==> src/rtl/timer_bank.sv <==
// timer_bank: NCH match timers sharing one prescaler, each with a one-cycle match pulse and sticky irq.
// Define TIMER_CASCADE_EN to let channel i>0 step on channel i-1's match pulse.
module timer_chan #(
   parameter int N = 32
) (
   input  logic         clk,
   input  logic         reset_n,
   input  logic         tick,
   input  logic         prev,
   input  logic         wr,
   input  logic [N-1:0] wr_match,
   input  logic         wr_enable,
   input  logic         wr_oneshot,
   input  logic         wr_cascade,
   input  logic         ack,
   output logic [N-1:0] count,
   output logic         signal,
   output logic         irq
);
   logic [N-1:0] match;
   logic         enable, oneshot, step, hit;

`ifdef TIMER_CASCADE_EN
   logic cascade;
   always_ff @(posedge clk or negedge reset_n)
      if (!reset_n) cascade <= 1'b0;
      else if (wr)  cascade <= wr_cascade;
   assign step = cascade ? prev : tick;
`else
   logic cascade_unused;
   assign cascade_unused = wr_cascade ^ prev;
   assign step = tick;
`endif

   // A write on the same edge overrides any match, so hit is masked by wr.
   assign hit = enable && step && (count == match) && !wr;

   always_ff @(posedge clk or negedge reset_n) begin
      if (!reset_n) begin
         count   <= '0;
         match   <= '0;
         enable  <= 1'b0;
         oneshot <= 1'b0;
         signal  <= 1'b0;
         irq     <= 1'b0;
      end else begin
         signal <= hit;
         irq    <= (irq & ~ack) | hit;
         if (wr) begin
            match   <= wr_match;
            enable  <= wr_enable;
            oneshot <= wr_oneshot;
            count   <= '0;
         end else if (enable && step) begin
            if (count == match) begin
               count <= '0;
               if (oneshot) enable <= 1'b0;
            end else begin
               count <= count + N'(1);
            end
         end
      end
   end
endmodule

module timer_bank #(
   parameter int N   = 32,
   parameter int NCH = 4,
   parameter int P   = 8,
   parameter int CW  = 2
) (
   input  logic           clk,
   input  logic           reset_n,
   input  logic [P-1:0]   prescale,
   input  logic           wr_en,
   input  logic [CW-1:0]  wr_sel,
   input  logic [N-1:0]   wr_match,
   input  logic           wr_enable,
   input  logic           wr_oneshot,
   input  logic           wr_cascade,
   input  logic [NCH-1:0] irq_ack,
   input  logic [CW-1:0]  rd_sel,
   output logic [N-1:0]   rd_count,
   output logic [NCH-1:0] signal,
   output logic [NCH-1:0] irq
);
   logic [P-1:0]            pre_cnt;
   logic                    tick;
   logic [NCH-1:0][N-1:0]   count;

   // Equality compare: lowering prescale below pre_cnt lets it wrap through 2**P.
   assign tick = (pre_cnt == prescale);

   always_ff @(posedge clk or negedge reset_n)
      if (!reset_n) pre_cnt <= '0;
      else          pre_cnt <= tick ? '0 : pre_cnt + P'(1);

   for (genvar i = 0; i < NCH; i++) begin : g_ch
      logic prev;
      if (i == 0) begin : g_first
         assign prev = tick;
      end else begin : g_rest
         assign prev = signal[i-1];
      end
      timer_chan #(.N(N)) u_chan (
         .clk        (clk),
         .reset_n    (reset_n),
         .tick       (tick),
         .prev       (prev),
         .wr         (wr_en && (wr_sel == CW'(i))),
         .wr_match   (wr_match),
         .wr_enable  (wr_enable),
         .wr_oneshot (wr_oneshot),
         .wr_cascade (wr_cascade),
         .ack        (irq_ack[i]),
         .count      (count[i]),
         .signal     (signal[i]),
         .irq        (irq[i])
      );
   end

   always_comb begin
      rd_count = '0;
      for (int i = 0; i < NCH; i++)
         if (rd_sel == CW'(i)) rd_count = count[i];
   end
endmodule

==> config.mk <==
export PLATFORM = sky130hd
export DESIGN_NAME = timer_bank
export DESIGN_NICKNAME = d
export VERILOG_FILES = /design/src/rtl/timer_bank.sv
export SDC_FILE = /design/constraint.sdc
export NUM_CORES = 1
export LEC_CHECK = 0
export BUFFER_PORTS_ARGS = -buffer_cell sky130_fd_sc_hd__buf_4
export CORE_UTILIZATION = 50
export CTS_CLUSTER_SIZE = 28
export DETAILED_ROUTE_END_ITERATION = 10
export GPL_TIMING_DRIVEN = 1
export PLACE_DENSITY = 0.67
export SKIP_LAST_GASP = 1
export SYNTH_ARGS = -nofsm -noshare
export SYNTH_HDL_FRONTEND = slang
export SYNTH_SLANG_ARGS = --single-unit
==> constraint.sdc <==
create_clock -name clk -period 3.1 [get_ports clk]
set_input_delay 0.31 -clock clk [delete_from_list [all_inputs] [get_ports clk]]
set_output_delay 0.31 -clock clk [all_outputs]
set_load 0.03 [all_outputs]
==> impl_metrics.ini <==
[worst_setup_path]
timing.critical_path.slowest_cell_delay_ns = 0.69
critical-path-top-delay-family = simple AND/OR/NAND/NOR gates
critPathCaptureType = flip-flop
critical_path.startpoint_type = flip-flop
arrival_ns = 3.17
cp_cell_sequence = ha_1 > nand3_1 > or4_1 > nand2b_1 > or2_1 > or3_1 > a21oi_1
critical_path.max_fanout = 5
setup.worst_path.class = reg2reg
worstPathBufferInverterCount = 0
required_ns = 3.59
critical_path.slowest_cell = or4_1

[pwr]
max-vdd-ir-drop_uv = 445
share_of_total_power_in_the_clock_network_pct = 38.8
power_density_nw_per_um2 = 551
power.switching_w = 0.00285
share_seq_of_total_power_pct = 45.6
power.share.switching_pct = 29.1
share_comb_of_total_power_pct = 15.6
leakagePower_nw = 7.95
power_report.internal_total_w = 0.00697

[detailed_routing]
vias_per_cell = 6.03
drc_errors = 0
route.vias.total = 13000
final_antenna_net_count = 0
wl_um = 50200
post_drt_wl_per_cell_um = 23.4
drt_iter0_drc = 1231
number_of_search_and_repair_iterations_in_the_first_detailed_routing_pass = 8

[finish]
area.sequential_um2 = 7010
n_fill_cell = 2581
antenna_cells_inserted = 0
fraction_of_final_layout_cells_with_drive_strength_greater_than_1_pct = 16.9
count_of_nets_after_finishing = 1792
postLayoutCoreUtil_pct = 60.2
multi_input_combinational_cell_area_um2 = 7610
layout-area-overhead-vs-synth_pct = 18.3

[flow_run]
timing.max_cap.violations = 0

[sta]
unrepaired_setup_endpoints_after_global_routing = no
relSlewSlack_pct = 20.5
layout_min_cycle_time_ns = 2.68
fin_skew_ns = 0.0218
final-setup-viol-count = 0
setup-tns-final_ns = 0
maxClockFrequency_mhz = 373
hold_viol = 0
layout_worst_path_cycle_share_pct = 86.4
timing.final.max_slew_violations = 0
worstMarginPinSlew_ns = 1.19

[hold_path]
holdCritPathClass = in2reg

[die]
dieArea_um2 = 30800
die_height_um = 176
fp.dieW_um = 176
initial_core_util_pct = 50.9
floorplan.core_area_um2 = 29600
fp-row-count = 63
ioPinCount = 94

[place]
dp_hpwl_um = 37300
port_buffers = 92
gpl.final_weighted_congestion = 0.985

[global_route]
first_global_vias = 12700
grt_pass1_wl_um = 76700
antenna_violations_before_repair = 2
largest_net_degree_at_the_start_of_global_routing = 87
grt-ovfl-total = 0
groute.usage.overall_pct = 33.5

[synthesis]
syn_inst = 1603
postSynthRegisterBits = 280
postSynth.topFlopCell = dfrtp_1
seq_area_frac_synth_pct = 46.5
fraction_of_registers_with_async_set_reset_pct = 100
netlist-cell-type-count = 55
postSynthAreaPerCell_um2 = 9.40
syn-cell-area_um2 = 15100
syn_nets = 1662
edff_count_synth = 0
ys_warn_count = 0

[clock_tree]
cts_hold_buf = 32
clk_latency_ns = 0.58
htreeDepth = 1
cts_sinks = 280
count_of_cells_resized_by_post_cts_repair = 0
tritoncts = built
cts_made_buffers = 31
cts_max_path_buffers = 3
cts_setup_buffers = 0
root_buffer = clkbuf_16
cts.clk_slew.worst_paths_ns = 0.06

[status]
result_of_the_run = finished clean
-- flip-flops by register name (all words and copies together) (netlist names) --
name	cells
g_ch.u_chan.count	128
g_ch.u_chan.match	128
pre_cnt	8
g_ch.u_chan.enable	4
g_ch.u_chan.irq	4
g_ch.u_chan.oneshot	4
g_ch.u_chan.signal	4
-- cell type report --
| class | instances | area share (%) |
|---|---|---|
| tap | 390 | 2.74 |
| multi-input combinational | 1204 | 42.7 |
| inverter | 24 | 0.505 |
| timing repair buffer | 192 | 8.93 |
| clock inverter | 16 | 0.933 |
| sequential | 280 | 39.3 |
| clock buffer | 41 | 4.95 |
-- cells in the final DEF, fill, tap and decap left out, drive strengths merged, types with 35 or more instances in the layout --
cell type	synthesis	layout
o21ai	40	40
nor4	40	40
xnor2	149	149
nand3	61	61
dfrtp	280	280
nand4	52	52
nor3	41	41
a21oi	35	35
nand2	369	369
clkbuf	69	41
mux2	35	35
nor2	110	110
buf	26	160
xor2	62	62
-- power groups by stage --
stage / Clock [W] / Sequential, W / Combinational, W
final: 0.00381 / 0.00448 / 0.00153
after global routing: 0.00400 / 0.00452 / 0.00166
after CTS: 0.00385 / 0.00447 / 0.00153
after detailed placement: 0 / 0.00454 / 0.00149
after global placement: 0 / 0.00452 / 0.00145
after floorplan: 0 / 0.00438 / 0.000977
-- worst register-to-register path: cells and delay by family, from the launching register on --
family | cells | cell delay [ns]
AND/OR/NAND/NOR | 5 | 1.77
flip-flops | 1 | 0.45
adder cells (fa/ha/maj) | 1 | 0.24
AO/OA/AOI/OAI | 1 | 0.16
-- synthesized netlist by cell type, types with 12 or more instances --
cell / n / area, µm²
nand2_1: 369 / 1390
dfrtp_1: 280 / 7010
xnor2_1: 149 / 1310
nor2_1: 110 / 413
clkbuf_1: 69 / 259
xor2_1: 62 / 543
nand3_1: 60 / 300
nand4_1: 51 / 319
nor3_1: 41 / 205
o21ai_0: 38 / 190
nor4_1: 37 / 231
a21oi_1: 35 / 175
mux2_2: 35 / 394
mux4_2: 32 / 721
inv_1: 24 / 90.1
and3_1: 23 / 144
a31oi_1: 22 / 138
a22o_1: 13 / 114
buf_1: 13 / 48.8
nor2b_1: 12 / 75.1
-- path summary, 6_finish.rpt --
check | from | end | slack, ns | cells after the start
max | g_ch[1].u_chan.count[1] | g_ch[1].u_chan.count[20] | 0.42 | 7
min | wr_match[19] | g_ch[1].u_chan.match[19] | 0.02 | 3
max reg2reg | g_ch[1].u_chan.count[1] | g_ch[1].u_chan.count[20] | 0.42 | 7
min reg2reg | g_ch[3].u_chan.oneshot | g_ch[3].u_chan.oneshot | 0.48 | 2
min in group asynchronous | reset_n | g_ch[1].u_chan.match[5] | 0.37 | 2
max in group asynchronous | reset_n | g_ch[2].u_chan.match[22] | 1.96 | 3
-- per-layer routing --
layer	global-route usage, %	up-vias	part of all wire [%]
li1	-	5770	-
met1	45.9	6377	40
met2	52.5	667	46
met3	5.02	133	8.7
met4	15.4	4	4.8
met5	0	-	0.054
-- metrics by stage --
stage	setup WS, ns	instances	hold slack (ns)	cell area, µm²	power, W
2_1_floorplan	0.755	1603	0.0144	15100	0.00535
3_3_place_gp	0.489	2058	0.389	16500	0.00598
3_5_place_dp	0.438	2058	0.389	16500	0.00602
4_1_cts	0.433	2147	0.00112	17800	0.00985
5_1_grt	0.211	2147	0.00699	17800	0.0102
6_report	0.421	2147	0.0176	17800	0.00983
-- cell families after synthesis --
group	share of synthesized area [%]
AND/OR/NAND/NOR	24.6
XOR/XNOR	12.3
multiplexers	7.40
buffers and inverters	3.20
adder cells (fa/ha/maj)	0.415
AO/OA/AOI/OAI	5.67
flip-flops	46.5
Note: power is estimated with default switching activity, not from simulation.
